### src/rtl/exec_pkg.sv
// Shared types and constants for the LEGv8 multi-cycle execute sequencer.
package exec_pkg;

    localparam int unsigned OPC_W = 11;
    localparam int unsigned ALU_W = 4;

    typedef enum logic [2:0] {
        IDLE   = 3'd0,
        FETCH  = 3'd1,
        DECODE = 3'd2,
        EXEC   = 3'd3,
        MEM    = 3'd4,
        WB     = 3'd5,
        ERROR  = 3'd6
    } state_e;

    typedef enum logic [3:0] {
        NONE  = 4'd0,
        R_ADD = 4'd1,
        R_SUB = 4'd2,
        R_AND = 4'd3,
        R_ORR = 4'd4,
        LDUR  = 4'd5,
        STUR  = 4'd6,
        CBZ   = 4'd7,
        B     = 4'd8
    } op_class_e;

    localparam logic [OPC_W-1:0] OP_R_ADD = 11'b10001011000;
    localparam logic [OPC_W-1:0] OP_R_SUB = 11'b11001011000;
    localparam logic [OPC_W-1:0] OP_R_AND = 11'b10001010000;
    localparam logic [OPC_W-1:0] OP_R_ORR = 11'b10101010000;
    localparam logic [OPC_W-1:0] OP_LDUR  = 11'b11111000010;
    localparam logic [OPC_W-1:0] OP_STUR  = 11'b11111000000;
    localparam logic [7:0]       OP_CBZ_PFX = 8'b10110100;
    localparam logic [5:0]       OP_B_PFX   = 6'b000101;

    localparam logic [ALU_W-1:0] ALU_AND   = 4'b0000;
    localparam logic [ALU_W-1:0] ALU_OR    = 4'b0001;
    localparam logic [ALU_W-1:0] ALU_ADD   = 4'b0010;
    localparam logic [ALU_W-1:0] ALU_SUB   = 4'b0110;
    localparam logic [ALU_W-1:0] ALU_PASSB = 4'b0111;

    // ALU op for the EXEC/MEM/WB phases; loads and stores use ADD for address.
    function automatic logic [ALU_W-1:0] alu_op_for(input op_class_e cls);
        case (cls)
            R_SUB:   return ALU_SUB;
            R_AND:   return ALU_AND;
            R_ORR:   return ALU_OR;
            CBZ:     return ALU_PASSB;
            default: return ALU_ADD;
        endcase
    endfunction

endpackage

### src/rtl/opcode_decoder.sv
// Combinational opcode[31:21] -> instruction class, with an illegal flag.
module opcode_decoder
    import exec_pkg::*;
(
    input  logic [OPC_W-1:0] opcode_i,
    output op_class_e        op_class_c_o,
    output logic             illegal_c_o
);

    always_comb begin
        op_class_c_o = NONE;
        illegal_c_o  = 1'b0;
        if      (opcode_i == OP_R_ADD)           op_class_c_o = R_ADD;
        else if (opcode_i == OP_R_SUB)           op_class_c_o = R_SUB;
        else if (opcode_i == OP_R_AND)           op_class_c_o = R_AND;
        else if (opcode_i == OP_R_ORR)           op_class_c_o = R_ORR;
        else if (opcode_i == OP_LDUR)            op_class_c_o = LDUR;
        else if (opcode_i == OP_STUR)            op_class_c_o = STUR;
        else if (opcode_i[10:3] == OP_CBZ_PFX)   op_class_c_o = CBZ;
        else if (opcode_i[10:5] == OP_B_PFX)     op_class_c_o = B;
        else                                     illegal_c_o  = 1'b1;
    end

endmodule

### src/rtl/exec_sequencer.sv
// Multi-cycle LEGv8 control FSM: FETCH/DECODE/EXEC/MEM/WB with memory
// handshake stalls, stall timeout and illegal-opcode trap.
module exec_sequencer
    import exec_pkg::*;
#(
    parameter int unsigned MAX_WAIT = 15,
    parameter int unsigned CNT_W    = 32
) (
    input  logic             clk,
    input  logic             rst_n,
    input  logic [10:0]      opcode,
    input  logic             alu_zero,
    input  logic             mem_ready,
    output logic             pc_write,
    output logic             pc_src,
    output logic             ir_write,
    output logic             alu_src,
    output logic [3:0]       alu_operation,
    output logic             mem_read,
    output logic             mem_write,
    output logic             mem_to_reg,
    output logic             reg_write,
    output logic             retire,
    output logic [CNT_W-1:0] instr_count,
    output logic             illegal,
    output logic             timeout
);

    localparam int unsigned WAIT_W = $clog2(MAX_WAIT + 1);

    state_e            state_q, state_d;
    op_class_e         class_q, class_d;
    logic [WAIT_W-1:0] wait_q, wait_d;
    logic [CNT_W-1:0]  count_q, count_d;
    logic              illegal_q, illegal_d;
    logic              timeout_q, timeout_d;

    op_class_e dec_class;
    logic      dec_illegal;

    opcode_decoder u_dec (
        .opcode_i     (opcode),
        .op_class_c_o (dec_class),
        .illegal_c_o  (dec_illegal)
    );

    // Next state and combinational control decode.
    always_comb begin
        state_d       = state_q;
        class_d       = class_q;
        wait_d        = wait_q;
        illegal_d     = illegal_q;
        timeout_d     = timeout_q;
        pc_write      = 1'b0;
        pc_src        = 1'b0;
        ir_write      = 1'b0;
        alu_src       = 1'b0;
        alu_operation = 4'b0000;
        mem_read      = 1'b0;
        mem_write     = 1'b0;
        mem_to_reg    = 1'b0;
        reg_write     = 1'b0;
        retire        = 1'b0;

        case (state_q)
            IDLE: state_d = FETCH;
            FETCH: begin
                mem_read = 1'b1;
                if (mem_ready) begin
                    ir_write = 1'b1;
                    pc_write = 1'b1;
                    state_d  = DECODE;
                end else if (wait_q == WAIT_W'(MAX_WAIT - 1)) begin
                    timeout_d = 1'b1;
                    state_d   = ERROR;
                end else begin
                    wait_d = wait_q + WAIT_W'(1);
                end
            end
            DECODE: begin
                if (dec_illegal) begin
                    illegal_d = 1'b1;
                    state_d   = ERROR;
                end else begin
                    class_d = dec_class;
                    state_d = EXEC;
                end
            end
            EXEC: begin
                alu_operation = alu_op_for(class_q);
                case (class_q)
                    R_ADD, R_SUB, R_AND, R_ORR: state_d = WB;
                    LDUR, STUR: begin
                        alu_src = 1'b1;
                        state_d = MEM;
                    end
                    CBZ: begin
                        pc_src   = 1'b1;
                        pc_write = alu_zero;
                        retire   = 1'b1;
                        state_d  = FETCH;
                    end
                    B: begin
                        alu_operation = 4'b0000;
                        pc_src   = 1'b1;
                        pc_write = 1'b1;
                        retire   = 1'b1;
                        state_d  = FETCH;
                    end
                    default: begin
                        illegal_d = 1'b1;
                        state_d   = ERROR;
                    end
                endcase
            end
            MEM: begin
                alu_src       = 1'b1;
                alu_operation = ALU_ADD;
                mem_read      = (class_q == LDUR);
                mem_write     = (class_q != LDUR);
                if (mem_ready) begin
                    if (class_q == LDUR) begin
                        state_d = WB;
                    end else begin
                        retire  = 1'b1;
                        state_d = FETCH;
                    end
                end else if (wait_q == WAIT_W'(MAX_WAIT - 1)) begin
                    timeout_d = 1'b1;
                    state_d   = ERROR;
                end else begin
                    wait_d = wait_q + WAIT_W'(1);
                end
            end
            WB: begin
                alu_src       = (class_q == LDUR);
                alu_operation = alu_op_for(class_q);
                mem_to_reg    = (class_q == LDUR);
                reg_write     = 1'b1;
                retire        = 1'b1;
                state_d       = FETCH;
            end
            ERROR: state_d = ERROR;
            default: state_d = ERROR;
        endcase

        // Every state change starts a fresh stall window.
        if (state_d != state_q) begin
            wait_d = '0;
        end
        count_d = retire ? count_q + CNT_W'(1) : count_q;
    end

    always_ff @(posedge clk or negedge rst_n) begin
        if (!rst_n) begin
            state_q   <= IDLE;
            class_q   <= NONE;
            wait_q    <= '0;
            count_q   <= '0;
            illegal_q <= 1'b0;
            timeout_q <= 1'b0;
        end else begin
            state_q   <= state_d;
            class_q   <= class_d;
            wait_q    <= wait_d;
            count_q   <= count_d;
            illegal_q <= illegal_d;
            timeout_q <= timeout_d;
        end
    end

    assign instr_count = count_q;
    assign illegal     = illegal_q;
    assign timeout     = timeout_q;

endmodule

### config.mk
export PLATFORM = sky130hd
export DESIGN_NAME = exec_sequencer
export DESIGN_NICKNAME = d
export VERILOG_FILES = /design/src/rtl/exec_pkg.sv /design/src/rtl/opcode_decoder.sv /design/src/rtl/exec_sequencer.sv
export SDC_FILE = /design/constraint.sdc
export NUM_CORES = 1
export LEC_CHECK = 0
export BUFFER_PORTS_ARGS = -buffer_cell sky130_fd_sc_hd__buf_2
export CAP_MARGIN = 30
export CORE_UTILIZATION = 45
export DETAILED_ROUTE_END_ITERATION = 8
export PLACE_DENSITY = 0.71
export SKIP_LAST_GASP = 1
export SYNTH_ARGS = -nofsm -noshare
export SYNTH_HDL_FRONTEND = slang
export SYNTH_SLANG_ARGS = --single-unit
export TNS_END_PERCENT = 10
### constraint.sdc
create_clock -name clk -period 1.8 [get_ports clk]
set_clock_uncertainty 0.1 [all_clocks]
set_input_delay 0.18 -clock clk [delete_from_list [all_inputs] [get_ports clk]]
set_output_delay 0.18 -clock clk [all_outputs]
set_load 0.02 [all_outputs]
==> run summary <==
Critical Path Max Stage Delay -> 0.57 ns
Initial antenna violation count -> 0
Core area -> 5610 µm²
Cell chosen for the clock root -> clkbuf_8
Sw power -> 0.000425 W
CP max-delay cell -> or4b_4
Critical Path End Type -> output port
Clock Sinks -> 45
Placed Area -> 3550 µm²
Crit path max-delay family -> simple AND/OR/NAND/NOR gates
Critical path data arrival time -> 1.90 ns
Top cell type by total area after synthesis -> dfrtp_1
DR vias -> 2640
Setup ws final -> -0.377 ns
Layout cell share with drive strength beyond 1 -> 42.3%
Yosys reg bits -> 45
Fillers -> 484
Avg Synthesized Cell Area -> 9.60 µm²
Post-Route WL -> 6930 µm
Yosys top cell area share -> 42.1%
IO buf count -> 60
Highest Clock Rate -> 459 MHz
Post-synth top cells -> 45 x dfrtp_1, 26 x xnor2_1, 18 x nand2_1
Peak VDD IR -> 300 µV
Critical path startpoint category -> register
Clock Latency Late Sink -> 0.31 ns
Pin count of the biggest net entering global routing -> 22
Sw Ratio -> 24.3%
Design area -> 3820 µm²
Cell Rows -> 27
Outcome -> finished with violations
Syn nets -> 297
MaxCap Viol Count -> 0
I/O pin count -> 62
Hold Path Stages -> 3
H-tree depth -> 2
Final GP Congestion -> 0.900
Clk pwr share -> 37.4%
Final Net Count -> 426
CTS Buf Count -> 5
Synth unique cells -> 57
Logic pwr share -> 4.9%
Register area share after synthesis -> 42.1%
Vias per Instance -> 5.49
Period minus WS final -> 2.18 ns
Area of the mapped netlist -> 2680 µm²
R2r worst-path depth -> 6
Syn Inst Count -> 279
Violated checks -> setup timing
Setup CP Type -> register to output port
Cell breakdown of the critical path -> or4b_4, a21o_4, o21bai_1, buf_4
Area contributors post-synth -> dfrtp_1 42%, xnor2_1 8.5%, xor2_1 3.3%
Synth warn -> 0
WP buf/inv -> 1
DRT Pass-1 Iters -> 6
Top-count cell post-synth -> dfrtp_1
Hpwl dp -> 5150 µm
Vias in the first global route -> 2513
DRC Markers -> 0
Initial Util -> 47.7%
Max-slew violation count -> 0
Int Power -> 0.00133 W
Die Area -> 6260 µm²
CTS tree -> yes
Die extent in x -> 79.1 µm
Unrepaired setup endpoints after global routing -> true
Pleak -> 1.88 nW
Routed Antenna Nets -> 0
Final Hold Fails -> 0
CP max FO -> 5
Hold Path Class -> primary input to register
Final period utilization -> 121%
CTS Buffer Depth -> 2
Layout area overhead -> 42.6%
Total power -> 0.00175 W
Per-cell routed wire length -> 14.4 µm
CP Data Required Time -> 1.52 ns
Async S/R FF share, synth -> 100%
First-pass GRT wire length -> 11400 µm
Height of the die -> 79.1 µm
Endpoints failing setup -> 47
Grt ovf -> 0
Iteration-0 DRC Markers -> 107
Reg clk slew, reported paths -> 0.09 ns
Pwr dens -> 458 nW/µm²
Main flop type after synthesis -> dfrtp_1
Critical path depth in cells -> 4
Antenna Cells -> 0
Flop pwr share -> 57.7%
Post-synth EDFFs -> 0
GRT Overall Usage -> 23.4%
[worst min-delay path, stage by stage]
cell and delay (ns):
buf_2 0.11, a31oi_1 0.08, a22o_1 0.20
[cell families (layout without fill, tap and decap cells)]
group                      Yosys count  after routing  share of synthesized area [%]
other                                1              1                          0.140
DFF                                 45             45                           42.1
xor gates and xnor gates            36             36                           11.8
adders and majority gates            4              4                           1.78
muxes                                2              2                          0.841
buffers and inverters               23            153                           4.07
AOI/OAI and AO/OA                   48             48                           12.6
and+or+nand+nor                    120            120                           26.7
[timing repair]
item                       in CTS  in global routing
hold buffers                    1                  0
gates resized for setup         8                 24
pin swaps                       3                  5
setup endpoints to repair      44                 51
setup buffers                   1                  1
hold endpoints to repair       15                  0
[path summary, 6_finish.rpt]
| check | endpoint | slack, ns | start |
|---|---|---|---|
| setup / recovery | pc_write | -0.38 | class_q[1]$_DFFE_PN0P_ |
| max in group asynchronous | instr_count[13]$_DFFE_PN0P_ | 0.87 | rst_n |
| hold reg to reg | timeout$_DFFE_PN0P_ | 0.37 | timeout$_DFFE_PN0P_ |
| setup reg to reg | instr_count[29]$_DFFE_PN0P_ | -0.24 | class_q[1]$_DFFE_PN0P_ |
| hold / removal | class_q[1]$_DFFE_PN0P_ | 0.19 | opcode[3] |
| min in group asynchronous | instr_count[7]$_DFFE_PN0P_ | 0.23 | rst_n |
[state kept, by name (all words and copies together) (netlist names)]
signal and flops:
instr_count 32, timeout 1, illegal 1, wait_q 4
class_q 4, state_q 3
[stage by stage]
step | hold slack [ns] | cells | util, % | setup TNS [ns] | setup WS [ns]
detailed placement | 0.0378 | 470 | 63.4 | -4.50 | -0.203
floorplan | -0.216 | 279 | - | -4.45 | -0.201
global placement | 0.0353 | 470 | 63.4 | -3.56 | -0.149
finish | 0.195 | 481 | 68.1 | -7.12 | -0.377
global route | 0.188 | 481 | 68.1 | -10.70 | -0.422
CTS | 0.183 | 480 | 66.0 | -6.92 | -0.339
[power groups by stage]
stage | Clock, W | Combinational (W) | Sequential, W
final | 0.000654 | 0.0000861 | 0.00101
after global routing | 0.000711 | 0.0000957 | 0.00101
after CTS | 0.000670 | 0.0000839 | 0.00101
after detailed placement | 0 | 0.0000820 | 0.00103
after global placement | 0 | 0.0000800 | 0.00103
after floorplan | 0 | 0.0000247 | 0.00103
[layout by cell type, fill, tap and decap left out, drive strengths merged, types with 3 or more instances in the layout]
cell type	instances
buf	133
dfrtp	45
xnor2	26
nand2	18
nor2	16
nand3	16
a21oi	14
inv	11
nor3	11
xor2	10
o21ai	10
nand4	9
and3	8
nor4	6
and2	5
nand2b	5
clkbuf	5
and4	4
nor2b	4
a31oi	4
ha	3
o31ai	3
[metal layers]
layer / track usage, % / routed length [µm] / vias up
li1: - / - / 1268
met1: 28.1 / 3050 / 1270
met2: 41.6 / 3420 / 87
met3: 4.48 / 310 / 15
met4: 8.36 / 148 / 0
met5: 0 / 0 / -
[layout make-up]
| type | instances | area [µm²] | share of cell area (%) |
|---|---|---|---|
| Multi-Input combinational cell | 211 | 1560 | 41.0 |
| Sequential cell | 45 | 1130 | 29.5 |
| Timing Repair Buffer | 134 | 896 | 23.5 |
| Tap cell | 72 | 90.1 | 2.36 |
| Clock buffer | 5 | 68.8 | 1.80 |
| Inverter | 11 | 46.3 | 1.21 |
| Clock inverter | 3 | 25.0 | 0.656 |
Note: power is estimated with default switching activity, not from simulation.
